`config.mk`:
```
export PLATFORM = sky130hd
export DESIGN_NAME = mem_access_ctrl
export DESIGN_NICKNAME = d
export VERILOG_FILES = /design/src/rtl/mem_access_ctrl.sv
export SDC_FILE = /design/constraint.sdc
export NUM_CORES = 1
export LEC_CHECK = 0
export ABC_AREA = 1
export BUFFER_PORTS_ARGS = -buffer_cell sky130_fd_sc_hd__buf_4
export CAP_MARGIN = 40
export CORE_ASPECT_RATIO = 1.25
export CORE_MARGIN = 1.5
export CORE_UTILIZATION = 41
export DETAILED_ROUTE_END_ITERATION = 10
export PLACE_DENSITY = 0.76
export SLEW_MARGIN = 20
export SYNTH_ARGS = -nofsm -noshare
export SYNTH_HDL_FRONTEND = slang
export SYNTH_SLANG_ARGS = --single-unit
```
`constraint.sdc`:
```
create_clock -name CLK -period 5.1 [get_ports CLK]
set_clock_uncertainty 0.2 [all_clocks]
set_input_delay 0.51 -clock CLK [delete_from_list [all_inputs] [get_ports CLK]]
set_output_delay 0.51 -clock CLK [all_outputs]
set_load 0.005 [all_outputs]
```
`src/rtl/mem_access_ctrl.sv`:
```
// mem_access_ctrl: sequences CPU loads and stores between the internal RAM
// window [INT_BASE, INT_TOP] and the external req/ack memory bus, and stalls
// the CPU until each access has completed.
// Optional build macro MEMCTRL_TIMEOUT_EN adds an abort of external accesses
// that are not acknowledged within TIMEOUT cycles, reported on bus_err.
module mem_access_ctrl #(
  parameter logic [31:0] INT_BASE = 32'h2B10,
  parameter logic [31:0] INT_TOP  = 32'h2F0F,
  parameter int          TIMEOUT  = 16
) (
  input  logic        CLK,
  input  logic        rst,
  input  logic [31:0] addr,
  input  logic [31:0] wdata,
  input  logic        re,
  input  logic        we,
  output logic [31:0] rdata,
  output logic        stall,
  output logic        bus_err,
  output logic        int_cs,
  output logic        int_we,
  output logic [9:0]  int_addr,
  output logic [31:0] int_wdata,
  input  logic [31:0] int_rdata,
  output logic        ext_req,
  output logic        ext_we,
  output logic [31:0] ext_addr,
  output logic [31:0] ext_wdata,
  input  logic [31:0] ext_rdata,
  input  logic        ext_ack
);

  typedef enum logic [1:0] {
    IDLE     = 2'd0,
    INT_RD   = 2'd1,
    EXT_WAIT = 2'd2,
    DONE     = 2'd3
  } state_t;

  // Only the low 10 bits of the offset matter; subtracting the low bits of
  // the base gives the same result modulo 1 kB without a 32-bit subtractor.
  localparam logic [9:0] BASE_LO = INT_BASE[9:0];

  state_t      state_q, state_d;
  logic [31:0] rdata_q, rdata_d;
  logic        ext_req_q, ext_req_d;
  logic        ext_we_q, ext_we_d;
  logic [31:0] ext_addr_q, ext_addr_d;
  logic [31:0] ext_wdata_q, ext_wdata_d;
  logic        hit;

`ifdef MEMCTRL_TIMEOUT_EN
  localparam logic [7:0] CNT_LAST = 8'(TIMEOUT - 1);
  logic [7:0] cnt_q, cnt_d;
  logic       bus_err_q, bus_err_d;
`endif

  // Address decode and pass-through of the internal RAM address/data.
  always_comb begin
    hit       = (addr >= INT_BASE) && (addr <= INT_TOP);
    int_addr  = addr[9:0] - BASE_LO;
    int_wdata = wdata;
  end

  // Next-state, stall and internal RAM strobe logic.
  always_comb begin
    state_d     = state_q;
    rdata_d     = rdata_q;
    ext_req_d   = ext_req_q;
    ext_we_d    = ext_we_q;
    ext_addr_d  = ext_addr_q;
    ext_wdata_d = ext_wdata_q;
    stall       = 1'b0;
    int_cs      = 1'b0;
    int_we      = 1'b0;
`ifdef MEMCTRL_TIMEOUT_EN
    cnt_d       = cnt_q;
    bus_err_d   = 1'b0;
`endif
    case (state_q)
      IDLE: begin
        if (we && hit) begin
          int_cs = 1'b1;
          int_we = 1'b1;
        end else if (re && hit) begin
          int_cs  = 1'b1;
          stall   = 1'b1;
          state_d = INT_RD;
        end else if (re || we) begin
          stall       = 1'b1;
          ext_addr_d  = addr;
          ext_wdata_d = wdata;
          ext_we_d    = we;
          ext_req_d   = 1'b1;
          state_d     = EXT_WAIT;
`ifdef MEMCTRL_TIMEOUT_EN
          cnt_d       = 8'd0;
`endif
        end
      end
      INT_RD: begin
        stall   = 1'b1;
        rdata_d = int_rdata;
        state_d = DONE;
      end
      EXT_WAIT: begin
        stall = 1'b1;
        if (ext_ack) begin
          ext_req_d = 1'b0;
          if (!ext_we_q) begin
            rdata_d = ext_rdata;
          end
          state_d = DONE;
        end
`ifdef MEMCTRL_TIMEOUT_EN
        else if (cnt_q == CNT_LAST) begin
          ext_req_d = 1'b0;
          if (!ext_we_q) begin
            rdata_d = 32'h0;
          end
          bus_err_d = 1'b1;
          state_d   = DONE;
        end else begin
          cnt_d = cnt_q + 8'd1;
        end
`endif
      end
      DONE: begin
        state_d = IDLE;
      end
      default: begin
        state_d = IDLE;
      end
    endcase
  end

  // State and registered outputs; reset abandons any access in flight.
  always_ff @(posedge CLK or negedge rst) begin
    if (!rst) begin
      state_q     <= IDLE;
      rdata_q     <= 32'h0;
      ext_req_q   <= 1'b0;
      ext_we_q    <= 1'b0;
      ext_addr_q  <= 32'h0;
      ext_wdata_q <= 32'h0;
`ifdef MEMCTRL_TIMEOUT_EN
      cnt_q       <= 8'd0;
      bus_err_q   <= 1'b0;
`endif
    end else begin
      state_q     <= state_d;
      rdata_q     <= rdata_d;
      ext_req_q   <= ext_req_d;
      ext_we_q    <= ext_we_d;
      ext_addr_q  <= ext_addr_d;
      ext_wdata_q <= ext_wdata_d;
`ifdef MEMCTRL_TIMEOUT_EN
      cnt_q       <= cnt_d;
      bus_err_q   <= bus_err_d;
`endif
    end
  end

  assign rdata     = rdata_q;
  assign ext_req   = ext_req_q;
  assign ext_we    = ext_we_q;
  assign ext_addr  = ext_addr_q;
  assign ext_wdata = ext_wdata_q;

`ifdef MEMCTRL_TIMEOUT_EN
  assign bus_err = bus_err_q;
`else
  assign bus_err = 1'b0;
`endif

endmodule

```
==> impl_metrics.csv <==
group,metric,value,unit
final_layout,fin_area,7000,sq um
drt,ant_nets,0,
worst_setup_path,required,5.15,ns
drt,viasPerCell,4.71,
global_route,grt_pass1_wl,20600,um
power_and_ir_drop,clkPwrFrac,17.9,%
clock_network,cts-root-buf,"clkbuf_16",
power_and_ir_drop,power,4.04,mW
worst_setup_path,cp.arrival,2.93,ns
drt,drt_iter0_markers,203,
clock_network,cts_buffer_depth,2,
sta,finalCriticalPeriod,2.88,ns
yosys,synth_cell_type_count,21,
sta,tightest_slew,0.745,ns
power_and_ir_drop,seqPwrFrac,35.1,%
yosys,yosys.area.top_type,"dfrtp_1",
place,gp_congestion,0.812,
worst_setup_path,path_class,"flip-flop to flip-flop",
final_layout,antenna_cells,0,
yosys,synth_area_per_cell,8.05,sq um
clock_network,clk_pin_slew,0.07,ns
clock_network,post_cts_buffers,0,
final_layout,area_growth,45.6,%
place,dpl_cell_area,6640,sq um
sta,finalSetupViolCount,0,
drt,vias,4555,
worst_setup_path,endpoint_kind,"flip-flop",
sta,hold_ws,0.172,ns
sta,finalWorstSetupSlack,2.22,ns
floorplan,die_w,99.8,um
yosys,synthTopCellsByArea,"dfrtp_1 (52%), nand2_1 (21%), buf_4 (6.4%)",
sta,slew_headroom,50.3,%
worst_setup_path,worstPathMaxFanout,64,
sta,maxSlewViolCount,0,
run_status,status,"finished clean",
place,place_hpwl,9890,um
sta,min_period_over_period,56.4,%
sta,final-hold-violation-count,0,
yosys,synth_warnings,0,
job,max-cap-violations,0,
power_and_ir_drop,power_leakage,3.83,nW
drt,drt_first_pass_iters,4,
yosys,netlist_instances,597,
yosys,ys_ff_latch,100,
floorplan,io_pins,277,
yosys,yosysSeqAreaShare,52.1,%
final_layout,fill_cells,1064,
floorplan,dieHeight,124,um
hold_path,hold_path.class,"primary input to flip-flop",
drt,route.detailed.drc,0,
floorplan,rows,44,
global_route,grt_antenna_before_repair,0,
drt,post_drt_wl_per_cell,13.7,um
global_route,overflow,0,
final_layout,drive_above_1_share,36.4,%
clock_network,cts_tree,"done",
floorplan,start_util,41.8,%
sta,rsz0062_at_grt,"false",
clock_network,insertion_delay,0.33,ns
global_route,grt_max_degree,77,
power_and_ir_drop,p_int,2.55,mW
sta,fmax,0.348,GHz
power_and_ir_drop,p_per_area,578,nW/um^2
power_and_ir_drop,switching_share,37.0,%
clock_network,cts.sinks,100,
place,dp_slack,2.21,ns
power_and_ir_drop,power_switching,1.50,mW
global_route,grt_pass1_vias,4241,
sta,setup_tns,0,ns
clock_network,numCtsBuffers,9,
global_route,track_usage,21.2,%
yosys,syn_area,4810,sq um
floorplan,core,11500,sq um
clock_network,htreeDepth,3,
place,io_buffer_count,275,
power_and_ir_drop,worst_ir_drop_vdd,280,uV
worst_setup_path,cp-start-kind,"flip-flop",
final_layout,final_nets,967,
drt,finalWirelength,13200,um
yosys,netlist.area_leader.share,52.1,%
power_and_ir_drop,p_comb_share,47.0,%
yosys,syn_nets,738,
floorplan,die_area,12400,sq um
-- routing by layer --
layer  global-route usage, %  vias up  wire [um]
met5                       0        -          0
met4                    10.0        0        418
met3                    4.15       27        925
met2                    36.4      175       6620
met1                    25.5     2073       5250
li1                        -     2280          -
-- final timing paths --
check                              start             to  slack (ns)  cells after the start
min                             wdata[5]   ext_wdata[5]        0.17                      3
max reg2reg                   state_q[0]      rdata[21]        2.22                      9
min reg2reg                ext_wdata[20]  ext_wdata[20]        0.28                      2
max in group asynchronous            rst   ext_wdata[1]        3.35                      4
min in group asynchronous            rst  ext_wdata[23]        0.48                      2
max                           state_q[0]      rdata[21]        2.22                      9
-- power by group through the flow --
stage / Combinational [mW] / Clock, mW / Sequential (mW)
after CTS: 1.93 / 0.740 / 1.42
after global routing: 2.15 / 0.762 / 1.47
after floorplan: 0.992 / 0 / 1.45
final: 1.90 / 0.722 / 1.42
after global placement: 1.86 / 0 / 1.42
after detailed placement: 1.92 / 0 / 1.43
-- cells by family after synthesis --
kind of cell,share of synthesized area (%)
buffers and inverters,11.5
XOR/XNOR,0.547
AND/OR/NAND/NOR,27.7
flip-flops,52.1
adder cells (fa/ha/maj),2.08
AO/OA/AOI/OAI,6.04
other,0.0780
-- area by class of cell --
| cell class | count | area (sq um) | share of cell area [%] |
|---|---|---|---|
| Timing Repair Buffer | 282 | 2150 | 30.8 |
| Clock inverter | 4 | 75.1 | 1.07 |
| Multi-Input combinational cell | 406 | 1750 | 25.1 |
| Sequential cell | 100 | 2500 | 35.8 |
| Clock buffer | 10 | 239 | 3.42 |
| Inverter | 27 | 101 | 1.45 |
| Tap cell | 138 | 173 | 2.47 |
-- sequential cells by signal, indices dropped and copies added (netlist names) --
signal and cells:
ext_addr 32, ext_wdata 32, rdata 32, state_q 2, ext_req 1, ext_we 1
-- metrics by stage --
step,std cells,util [%]
detailed placement,951,57.7
floorplan,597,-
CTS,966,60.6
global route,967,60.8
finish,967,60.8
global placement,950,57.6
-- cell usage in the layout (no fill, tap or decap) --
| cell | Yosys | layout |
|---|---|---|
| o21ai_0 | 12 | 12 |
| ha_1 | 8 | 8 |
| nand3_1 | 6 | 6 |
| a31oi_1 | 32 | 32 |
| a211oi_4 | 1 | 1 |
| xor2_1 | 3 | 3 |
| nor3_1 | 1 | 1 |
| clkinvlp_4 | 0 | 2 |
| bufinv_16 | 0 | 2 |
| a21oi_1 | 2 | 2 |
| nand2_2 | 2 | 2 |
| dlygate4sd3_1 | 0 | 1 |
| buf_4 | 41 | 279 |
| nor2_1 | 60 | 60 |
| clkbuf_8 | 0 | 1 |
| nand3_2 | 1 | 1 |
| dfrtp_1 | 100 | 100 |
| nand4_1 | 4 | 4 |
| nand2_1 | 273 | 273 |
| inv_2 | 3 | 3 |
| conb_1 | 1 | 1 |
| inv_1 | 24 | 24 |
| buf_16 | 0 | 1 |
| clkbuf_16 | 0 | 9 |
| buf_12 | 0 | 1 |
-- worst max-delay path: stages (launching register included) --
cell      delay (ns)
dfrtp_1         0.39
inv_1           0.10
ha_1            0.20
buf_4           0.25
inv_2           0.46
nor2_1          0.19
a211oi_4        0.18
buf_4           0.51
nor2_1          0.10
a31oi_1         0.17
-- what timing repair did --
action / in CTS / in global routing
endpoints found under the setup margin: 0 / 0
endpoints found under the hold margin: 39 / 0
resized for setup: 0 / 0
hold buffers: 1 / 0
-- Yosys cell counts --
| cell | count |
|---|---|
| nand2_2 | 2 |
| nand4_1 | 4 |
| buf_6 | 6 |
| xor2_1 | 3 |
| buf_2 | 8 |
| clkbuf_1 | 9 |
| nor2_1 | 60 |
| o21ai_0 | 12 |
| inv_2 | 3 |
| nor3_1 | 1 |
| nand3_2 | 1 |
| ha_1 | 8 |
| a31oi_1 | 32 |
| a211oi_4 | 1 |
| conb_1 | 1 |
| dfrtp_1 | 100 |
| a21oi_1 | 2 |
| nand3_1 | 6 |
| nand2_1 | 273 |
| buf_4 | 41 |
| inv_1 | 24 |
(Power assumes the default switching activity.)
